==> src/rtl/blake2_msg_feeder.sv <==
// Byte-stream feeder for the blake2 core load port: splits the upstream stream into
// BB-byte blocks, prepends the zero-padded key block, zero-pads the tail, and waits out the digest burst.
module blake2_msg_feeder #(
  parameter int BB    = 64,
  parameter int IDX_W = 6,
  parameter int KN_W  = 6,
  parameter int LL_W  = 64
) (
  input  logic             clk,
  input  logic             reset,
  input  logic             start_i,
  input  logic [KN_W-1:0]  kk_i,
  input  logic [KN_W-1:0]  nn_i,
  input  logic             slow_i,
  input  logic             empty_i,
  input  logic             in_v_i,
  output logic             in_ready_o,
  input  logic [7:0]       in_data_i,
  input  logic             in_last_i,
  input  logic             core_ready_i,
  input  logic             core_h_v_i,
  output logic             data_v_o,
  output logic [IDX_W-1:0] data_idx_o,
  output logic [7:0]       data_o,
  output logic             block_first_o,
  output logic             block_last_o,
  output logic             slow_output_o,
  output logic [KN_W-1:0]  kk_o,
  output logic [KN_W-1:0]  nn_o,
  output logic [LL_W-1:0]  ll_o,
  output logic             busy_o,
  output logic             done_o
);

  typedef enum logic [2:0] {
    S_IDLE,
    S_KEY,
    S_KPAD,
    S_MSG,
    S_PAD,
    S_WAIT_H,
    S_WAIT_END
  } state_t;

  localparam logic [IDX_W-1:0] IDX_MAX = IDX_W'(BB - 1);
  localparam logic [KN_W-1:0]  KN_ONE  = KN_W'(1);

  state_t           r_state;
  state_t           w_nextState;
  logic [IDX_W-1:0] r_idx;
  logic [LL_W-1:0]  r_ll;
  logic             r_first;
  logic [KN_W-1:0]  r_kk;
  logic [KN_W-1:0]  r_nn;
  logic [KN_W-1:0]  r_keyCnt;
  logic             r_slow;
  logic             r_empty;
  logic             w_byteAvail;
  logic             w_send;
  logic             w_idxWrap;
  logic             w_keyDone;
  logic             w_start;

  assign w_start   = (r_state == S_IDLE) && start_i;
  assign w_idxWrap = (r_idx == IDX_MAX);
  assign w_keyDone = ((r_keyCnt + KN_ONE) == r_kk);

  // Upstream-sourced states need a valid byte; padding states always have a zero ready.
  always_comb begin
    w_byteAvail = 1'b0;
    case (r_state)
      S_KEY, S_MSG:  w_byteAvail = in_v_i;
      S_KPAD, S_PAD: w_byteAvail = 1'b1;
      default:       w_byteAvail = 1'b0;
    endcase
  end

  assign w_send = w_byteAvail & core_ready_i;

  always_ff @(posedge clk) begin
    if (reset) begin
      r_state <= S_IDLE;
    end else begin
      r_state <= w_nextState;
    end
  end

  always_comb begin
    w_nextState  = r_state;
    in_ready_o   = 1'b0;
    data_o       = 8'h00;
    block_last_o = 1'b0;
    done_o       = 1'b0;
    case (r_state)
      S_IDLE: begin
        if (start_i) begin
          if (kk_i != '0) begin
            w_nextState = S_KEY;
          end else if (empty_i) begin
            w_nextState = S_PAD;
          end else begin
            w_nextState = S_MSG;
          end
        end
      end
      S_KEY: begin
        in_ready_o   = core_ready_i;
        data_o       = in_data_i;
        block_last_o = r_empty;
        if (w_send && w_keyDone) begin
          if (!w_idxWrap) begin
            w_nextState = S_KPAD;
          end else begin
            w_nextState = r_empty ? S_WAIT_H : S_MSG;
          end
        end
      end
      S_KPAD: begin
        block_last_o = r_empty;
        if (w_send && w_idxWrap) begin
          w_nextState = r_empty ? S_WAIT_H : S_MSG;
        end
      end
      S_MSG: begin
        in_ready_o   = core_ready_i;
        data_o       = in_data_i;
        block_last_o = in_last_i;
        if (w_send && in_last_i) begin
          w_nextState = w_idxWrap ? S_WAIT_H : S_PAD;
        end
      end
      S_PAD: begin
        block_last_o = 1'b1;
        if (w_send && w_idxWrap) begin
          w_nextState = S_WAIT_H;
        end
      end
      S_WAIT_H: begin
        block_last_o = 1'b1;
        if (core_h_v_i) begin
          w_nextState = S_WAIT_END;
        end
      end
      S_WAIT_END: begin
        block_last_o = 1'b1;
        if (!core_h_v_i) begin
          done_o      = 1'b1;
          w_nextState = S_IDLE;
        end
      end
      default: w_nextState = S_IDLE;
    endcase
  end

  // ll already counts the key block at start; only message bytes add to it afterwards.
  always_ff @(posedge clk) begin
    if (reset) begin
      r_idx    <= '0;
      r_ll     <= '0;
      r_first  <= 1'b0;
      r_kk     <= '0;
      r_nn     <= '0;
      r_keyCnt <= '0;
      r_slow   <= 1'b0;
      r_empty  <= 1'b0;
    end else if (w_start) begin
      r_kk     <= kk_i;
      r_nn     <= nn_i;
      r_slow   <= slow_i;
      r_empty  <= empty_i;
      r_ll     <= (kk_i != '0) ? LL_W'(BB) : '0;
      r_idx    <= '0;
      r_first  <= 1'b1;
      r_keyCnt <= '0;
    end else if (w_send) begin
      r_idx <= w_idxWrap ? '0 : r_idx + IDX_W'(1);
      if (w_idxWrap) begin
        r_first <= 1'b0;
      end
      if (r_state == S_KEY) begin
        r_keyCnt <= r_keyCnt + KN_ONE;
      end
      if (r_state == S_MSG) begin
        r_ll <= r_ll + LL_W'(1);
      end
    end
  end

  assign data_v_o      = w_send;
  assign data_idx_o    = r_idx;
  assign block_first_o = r_first;
  assign slow_output_o = r_slow;
  assign kk_o          = r_kk;
  assign nn_o          = r_nn;
  assign ll_o          = r_ll;
  assign busy_o        = (r_state != S_IDLE);

endmodule

==> config.mk <==
export PLATFORM = sky130hd
export DESIGN_NAME = blake2_msg_feeder
export DESIGN_NICKNAME = d
export VERILOG_FILES = /design/src/rtl/blake2_msg_feeder.sv
export SDC_FILE = /design/constraint.sdc
export NUM_CORES = 1
export LEC_CHECK = 0
export CORE_AREA = 3 3 100 102
export CTS_CLUSTER_SIZE = 25
export DETAILED_ROUTE_END_ITERATION = 8
export DIE_AREA = 0 0 103 105
export PLACE_DENSITY_LB_ADDON = 0.1
export SETUP_SLACK_MARGIN = 0.1
export SKIP_LAST_GASP = 1
export SYNTH_ARGS = -nofsm -noshare
export SYNTH_HDL_FRONTEND = slang
export SYNTH_SLANG_ARGS = --single-unit
==> constraint.sdc <==
create_clock -name clk -period 5.3 [get_ports clk]
set_clock_uncertainty 0.1 [all_clocks]
set_input_delay 1.06 -clock clk [delete_from_list [all_inputs] [get_ports clk]]
set_output_delay 1.06 -clock clk [all_outputs]
set_load 0.005 [all_outputs]
==> flow_summary.toml, run 1 <==
[global_routing]
grt_first_pass_wirelength_um = 21400
globalRouteTotalUtil_pct = 23.7
grt_pass1_vias = 4513
gr-total-overflow = 0
grt_start_max_net_pins = 36
antenna_found_initial = 0

[clock_network]
cts_setup_buffers = 0
tritoncts = "built"
clock_tree.root_cell = "clkbuf_8"
numCtsBuffers = 9
holdBufCountCts = 0
clk_latency_ns = 0.36
cts_resized = 0
clk_path_buf_depth = 2
htreeDepth = 3
clkTransAtPathRegs_ns = 0.09
clock_sinks = 94

[power_and_ir_drop]
clock_power_share_pct = 29.4
switchingPower_w = 0.000559
switching_share_pct = 31.0
pwr-share-seq_pct = 45.1
power.internal_w = 0.00124
ir_worst_vdd_mv = 0.219
power.leakage_nw = 1.94
power.density_nw_per_um2 = 287
combPwrFrac_pct = 25.5

[sta]
relSlewSlack_pct = 19.3
rsz0062_at_grt = "false"
finalSetupViolations = 0
fin_setup_tns_ns = 0
hold_violations = 0
worst_slew_pin_slew_ns = 1.20
finalCriticalPeriod_ns = 4.09
hold_ws_ns = 0.362
layout_worst_path_cycle_share_pct = 77.1
max_freq_mhz = 245
finalMaxSlewViolations = 0

[min_path]
hp-class = "register to register"

[flow_run]
drv_cap = 0

[synthesis]
ys_ff_latch = 94
synth_most_common_cell = "dfxtp_1"
avgSynthCellArea_um2 = 8.06
netlist_area_um2 = 4800
synth_common_cells = "dfxtp_1, a21oi_1, nand2_1, nor2_1, nand4_1"
synth_edf_count = 0
synthArstFlopShare_pct = 0
ys_seq_area_share_pct = 39.2
synth_compound_area_share_pct = 16.5
ys.flop_type = "dfxtp_1"
synth_xor_area_share_pct = 7.49
synthSimpleGateAreaFrac_pct = 31.5
syn_inst = 595
synth_nets = 627
yosysUniqueCellTypes = 52
synth.mux.area_fraction_pct = 0.443
synth_top_family_by_area = "simple AND/OR/NAND/NOR gates"
synthTopCellsByArea = "dfxtp_1, a21oi_1, nand4_1"
yosysTopAreaCell = "dfxtp_1"
synth_fa_ha_area_share_pct = 0.782
ys_warn_count = 0
synth_top_area_share_pct = 39.2

[floorplan]
start_util_pct = 52.2
die_h_um = 105
dieArea_um2 = 10800
ios = 126
die_w_um = 103
coreArea_um2 = 9200
rows = 35

[worst_setup_path]
startpoint_type = "input port"
path_common_cell = "clkdlybuf4s50_1"
crit_path_max_incr_delay_ns = 0.52
required_ns = 4.14
cp_slowest_cell = "clkdlybuf4s50_1"
path_cells = "clkdlybuf4s50_1 -> mux2_2 -> o211ai_1 -> clkinv_1 -> clkdlybuf4s50_1"
cp_top_family = "buffers and inverters"
end_kind = "output pin"
cp_num_buf_inv = 3
criticalPathCategory = "input port to output pin"
crit_fanout = 8
crit_arrival_ns = 2.93

[place]
port_buffers = 125
dp_hpwl_um = 9220
gp_congestion = 0.931
dpl_cell_area_um2 = 6070

[detailed_routing]
totalWireLength_um = 12800
ant_nets = 0
wire_per_inst_um = 15.7
drt_iter0_drc = 346
first_pass_iters = 7
vias_per_cell = 5.98
drc = 0
vias = 4865

[final_layout]
final_util_pct = 68.4
area_delta_synth_final_pct = 31.1
n_antenna_cell = 0
final_cell_area_um2 = 6290
nets = 729
drive_gt1_share_pct = 3.70

[status]
status = "complete, no violations"
==> stage by stage <==
step	worst slack, ns	cells	total power, W
floorplan	2.21	595	0.00109
global placement	1.21	797	0.00127
detailed placement	1.05	797	0.00128
CTS	1.20	813	0.00181
global route	1.03	813	0.00189
finish	1.21	813	0.00180
==> placed cells by master, fill, tap and decap left out, types with 6 or more instances in the layout <==
master | Yosys | layout
xor2_1 | 28 | 28
nand3_1 | 24 | 24
and2_1 | 15 | 15
and3_1 | 7 | 7
a21oi_1 | 61 | 61
nor2_1 | 52 | 52
nand2_1 | 58 | 57
clkbuf_8 | 0 | 10
xnor2_1 | 13 | 13
nor4_1 | 9 | 9
nor3_1 | 6 | 6
inv_1 | 14 | 14
or4_1 | 29 | 29
clkdlybuf4s50_1 | 0 | 125
dfxtp_1 | 94 | 94
o21ai_0 | 16 | 16
or3_1 | 13 | 13
o31ai_1 | 28 | 28
nand4_1 | 42 | 42
and4_1 | 8 | 8
==> metal layers <==
layer  share of wire [%]  wire length [um]  up-vias  track usage (%)
met5                   0                 0        -                0
met1                  43              5470     2301             30.9
li1                    -                 -     2395                -
met3                 5.5               705       16             4.07
met2                  51              6480      153             40.0
met4                 1.2               150        0             6.38
==> state kept, by name, indices dropped and copies added, names as in the netlist, 3 cells and up <==
register / cells
r_keyCnt: 6
data_idx_o: 6
nn_o: 6
kk_o: 6
r_state: 3
ll_o: 64
==> final cells by class <==
class,count,area [um2]
well taps,111,139
repair buffers,127,1270
flip-flops and latches,94,1880
fillers,801,2910
clock inverters,5,81.3
multi-input cells,450,2720
clock buffers,11,141
inverters,15,56.3
==> final timing paths <==
check	slack (ns)	end	cells past startpoint	startpoint
setup / recovery	1.21	data_v_o	5	in_v_i
hold / removal	0.36	nn_o[0]	2	nn_o[0]
setup reg to reg	1.95	ll_o[44]	5	r_state[0]
hold reg to reg	0.36	nn_o[0]	2	nn_o[0]
==> logic make-up (layout without fill, tap and decap cells) <==
group | Yosys count | count (layout)
AOI/OAI and AO/OA | 126 | 126
muxes | 2 | 2
xor gates and xnor gates | 41 | 41
buffers and inverters | 51 | 158
adders and majority gates | 3 | 3
DFF | 94 | 94
and+or+nand+nor | 278 | 278
==> worst min-delay path, stage by stage (launching register included) <==
cell	delay, ns
dfxtp_1	0.32
nand2_1	0.05
a21oi_1	0.05
==> power groups by stage <==
stage               registers, W  clock network (W)  logic [W]
floorplan               0.000788                  0   0.000301
detailed placement      0.000827                  0   0.000458
global placement        0.000826                  0   0.000447
global route            0.000821           0.000570   0.000504
finish                  0.000812           0.000530   0.000460
CTS                     0.000810           0.000541   0.000460
No activity file was read; power rests on OpenSTA's default activity.
==> inputs of run 2 (changes only) <==
--- a/config.mk
+++ b/config.mk
@@ -5,10 +5,10 @@
 export SDC_FILE = /design/constraint.sdc
 export NUM_CORES = 1
 export LEC_CHECK = 0
-export CORE_AREA = 3 3 100 102
+export CORE_AREA = 3 3 103 105
 export CTS_CLUSTER_SIZE = 25
 export DETAILED_ROUTE_END_ITERATION = 8
-export DIE_AREA = 0 0 103 105
+export DIE_AREA = 0 0 106 108
 export PLACE_DENSITY_LB_ADDON = 0.1
 export SETUP_SLACK_MARGIN = 0.1
 export SKIP_LAST_GASP = 1
==> constraint.sdc (replaced) <==
create_clock -name clk -period 3.8 [get_ports clk]
set_clock_uncertainty 0.1 [all_clocks]
set_input_delay 0.76 -clock clk [delete_from_list [all_inputs] [get_ports clk]]
set_output_delay 0.76 -clock clk [all_outputs]
set_load 0.005 [all_outputs]
==> flow_summary.toml, run 2 (synthesis results as in run 1) <==
[power_and_ir_drop]
ir_worst_vdd_mv = 0.227
power.leakage_nw = 1.99
power.density_nw_per_um2 = 390

[place]
dp_hpwl_um = 9260
port_buffers = 125
dpl_cell_area_um2 = 6190
gp_congestion = 0.898
dp_cells = 830

[clock_network]
htreeDepth = 3
holdBufCountCts = 0
cts_setup_buffers = 0
numCtsBuffers = 9
clk_path_buf_depth = 2
clock_sinks = 94
clk_latency_ns = 0.36
clock_tree.root_cell = "clkbuf_8"
clkTransAtPathRegs_ns = 0.09
tritoncts = "built"
cts_resized = 0

[final_layout]
nets = 740
fillers = 873
area_delta_synth_final_pct = 33.3
largest_reg_flops = 64
final_util_pct = 65.7
mostFrequentLayoutCell = "clkdlybuf4s50_1"
final_cell_area_um2 = 6390
final-instance-count-excl-fill = 846
multiInputGateArea_um2 = 2720
final_cell_mix = "clkdlybuf4s50_1, dfxtp_1, a21oi_1"
ff_latch_area_um2 = 1880
drive_gt1_share_pct = 5.33
n_antenna_cell = 0

[global_routing]
antenna_found_initial = 0
grt_pass1_vias = 4496
globalRouteTotalUtil_pct = 22.4
grt_first_pass_wirelength_um = 21400
gr-total-overflow = 0
grt_start_max_net_pins = 46

[sta]
worst_slew_pin_slew_ns = 0.929
finalCriticalPeriod_ns = 3.40
fin_setup_tns_ns = 0
hold_violations = 0
finalSetupViolations = 0
max_freq_mhz = 294
finalMaxSlewViolations = 0
layout_worst_path_cycle_share_pct = 89.5
relSlewSlack_pct = 37.8
hold_ws_ns = 0.360
rsz0062_at_grt = "false"

[floorplan]
start_util_pct = 49.3
coreArea_um2 = 9730
die_w_um = 106
dieArea_um2 = 11400
rows = 36
ios = 126
die_h_um = 108

[detailed_routing]
first_pass_iters = 5
vias_per_cell = 5.77
vias = 4882
ant_nets = 0
totalWireLength_um = 12800
drc = 0
drt_iter0_drc = 314
wire_per_inst_um = 15.1

[worst_setup_path]
r2r_setup_slack_ns = 0.92
criticalPathCategory = "input port to output pin"
crit_arrival_ns = 2.54
crit_fanout = 8
startpoint_type = "input port"
required_ns = 2.94
end_kind = "output pin"

[flow_run]
drv_cap = 0

[min_path]
hp-class = "register to register"

[status]
status = "complete, no violations"
[run 2: cell types whose count changed in the layout (fill, tap and decap cells not counted), sizes merged]
cell | before | now
inv | 15 | 18
buf | 2 | 13
bufinv | 2 | 1
clkbuf | 11 | 9
[run 2: final cells by class]
cell class / count / area share, %
sequential: 94 / 29.4
multi-input combinational: 450 / 42.6
clock buffer: 9 / 1.94
inverter: 15 / 0.881
timing repair buffer: 138 / 21.3
tap: 133 / 2.60
clock inverter: 7 / 1.25
[run 2: per-stage QoR]
step	total power (W)	setup slack, ns
2_1_floorplan	0.00152	1.01
3_3_place_gp	0.00181	0.325
3_5_place_dp	0.00183	0.266
4_1_cts	0.00251	0.418
5_1_grt	0.00263	0.319
6_report	0.00249	0.398
[run 2: where the power goes]
group / internal (W) / switching [W]
logic: 0.000333 / 0.000371
clock network: 0.000315 / 0.000369
registers: 0.00104 / 0.0000675
[run 2: worst paths after layout]
path         startpoint       end  cells after the start
max              in_v_i  data_v_o                      5
min             nn_o[5]   nn_o[5]                      2
max reg2reg  r_state[1]  ll_o[48]                      5
min reg2reg     nn_o[5]   nn_o[5]                      2
[run 2: critical path, stage by stage]
cell and delay, ns:
clkdlybuf4s50_1 0.46, mux2_2 0.28, o211ai_1 0.25, clkinv_1 0.27, clkdlybuf4s50_1 0.51
[run 2: routing by layer]
metal	wire [um]	up-vias	GRT usage, %
li1	-	2431	-
met1	5680	2298	28.9
met2	6280	133	38.9
met3	574	20	3.46
met4	219	0	6.75
met5	0	-	0
==> inputs of run 3 (changes only) <==
--- a/config.mk
+++ b/config.mk
@@ -5,10 +5,11 @@
 export SDC_FILE = /design/constraint.sdc
 export NUM_CORES = 1
 export LEC_CHECK = 0
-export CORE_AREA = 3 3 103 105
+export CORE_AREA = 3 3 98 100
 export CTS_CLUSTER_SIZE = 25
 export DETAILED_ROUTE_END_ITERATION = 8
-export DIE_AREA = 0 0 106 108
+export DIE_AREA = 0 0 101 103
+export DONT_BUFFER_PORTS = 1
 export PLACE_DENSITY_LB_ADDON = 0.1
 export SETUP_SLACK_MARGIN = 0.1
 export SKIP_LAST_GASP = 1
==> flow_summary.toml, run 3 (synthesis results as in run 1) <==
[final_layout]
nets = 608
final_cell_mix = "dfxtp_1, a21oi_1, nand2_1"
area_delta_synth_final_pct = 5.32
n_antenna_cell = 0
final-instance-count-excl-fill = 688
drive_gt1_share_pct = 5.17
largest_reg_flops = 64
final_cell_area_um2 = 5050
mostFrequentLayoutCell = "dfxtp_1"

[clock_network]
htreeDepth = 3
clock_sinks = 94
clk_latency_ns = 0.36
tritoncts = "built"
cts_setup_buffers = 0
clock_tree.root_cell = "clkbuf_8"
holdBufCountCts = 0
clk_path_buf_depth = 2
numCtsBuffers = 9
clkTransAtPathRegs_ns = 0.09
cts_resized = 0

[detailed_routing]
drc = 0
ant_nets = 0
vias_per_cell = 6.30
first_pass_iters = 5
totalWireLength_um = 11700
wire_per_inst_um = 17.0
drt_iter0_drc = 201
vias = 4331

[sta]
worst_slew_pin_slew_ns = 0.881
max_freq_mhz = 321
finalSetupViolations = 0
finalCriticalPeriod_ns = 3.12
layout_worst_path_cycle_share_pct = 82.0
rsz0062_at_grt = "false"
finalMaxSlewViolations = 0
fin_setup_tns_ns = 0
timing.final.ws_setup_ns = 0.685
hold_violations = 0
relSlewSlack_pct = 41.1

[power_and_ir_drop]
power.density_nw_per_um2 = 451
ir_worst_vdd_mv = 0.251
power.leakage_nw = 1.51
total_power_w = 0.00228

[global_routing]
grt_first_pass_wirelength_um = 19100
gr-total-overflow = 0
antenna_found_initial = 0
grt_pass1_vias = 3894
globalRouteTotalUtil_pct = 22.3
grt_start_max_net_pins = 43

[worst_setup_path]
criticalPathCategory = "register to register"
crit_fanout = 26
end_kind = "register"
crit_arrival_ns = 3.31
startpoint_type = "register"
path_cells = "nand4_1 -> a2111oi_4 -> nand3_2 -> or4_1 -> a21oi_1"
cp_slowest_cell = "dfxtp_1"
required_ns = 3.99
crit_path_max_incr_delay_ns = 0.71

[place]
dp_cells = 673
port_buffers = 0
pre_cts_slack_ns = 0.584
dp_hpwl_um = 8330
gp_congestion = 0.817
dpl_cell_area_um2 = 4850

[status]
status = "complete, no violations"

[floorplan]
die_h_um = 103
ios = 126
rows = 34
die_w_um = 101
coreArea_um2 = 8760
start_util_pct = 54.7
dieArea_um2 = 10400

[min_path]
hp-class = "input port to register"

[flow_run]
drv_cap = 0
## run 3: changes by cell type in the layout (fill, tap and decap cells not counted), sizes merged
cell           change
buf                -7
clkbuf             +1
clkdlybuf4s50    -125
clkinv             +2
inv                -4
## run 3: layout make-up
| type | instances | area, um2 |
|---|---|---|
| well taps | 108 | 135 |
| inverters | 15 | 56.3 |
| flip-flops and latches | 94 | 1880 |
| repair buffers | 6 | 57.6 |
| clock buffers | 10 | 138 |
| clock inverters | 5 | 60.1 |
| multi-input cells | 450 | 2720 |
| fillers | 824 | 3710 |
## run 3: final timing paths
kind / to / slack, ns / start / depth (start not counted)
setup reg to reg: ll_o[48] / 0.68 / r_state[1] / 5
setup / recovery: ll_o[48] / 0.68 / r_state[1] / 5
hold reg to reg: slow_output_o / 0.37 / slow_output_o / 2
hold / removal: slow_output_o / 0.36 / reset / 1
## run 3: critical path: cells and delay by family, from the launching register on
| kind | cells | cell delay, ns |
|---|---|---|
| compound gates | 2 | 0.77 |
| flops | 1 | 0.71 |
| simple gates | 3 | 1.47 |
## run 3: stage by stage
step                      util [%]  hold WS, ns
after floorplan                  -        0.353
after global placement        55.4        0.360
after detailed placement      55.4        0.364
after CTS                     57.7        0.343
after global routing          57.7        0.342
final                         57.7        0.360
## run 3: power by group
group	leakage [nW]	internal (W)	total, W	switching (W)
Combinational	0.655	0.000171	0.000474	0.000304
Sequential	0.760	0.00104	0.00113	0.0000897
Clock	0.0983	0.000320	0.000679	0.000358
Total	1.51	0.00153	0.00228	0.000752
## run 3: per-layer routing
layer  vias up  GRT usage [%]  wire length [um]
li1       2161              -                 -
met1      2036           29.3              5230
met2       122           36.1              5550
met3        12           5.68               790
met4         0           7.36               143
met5         -              0                 0
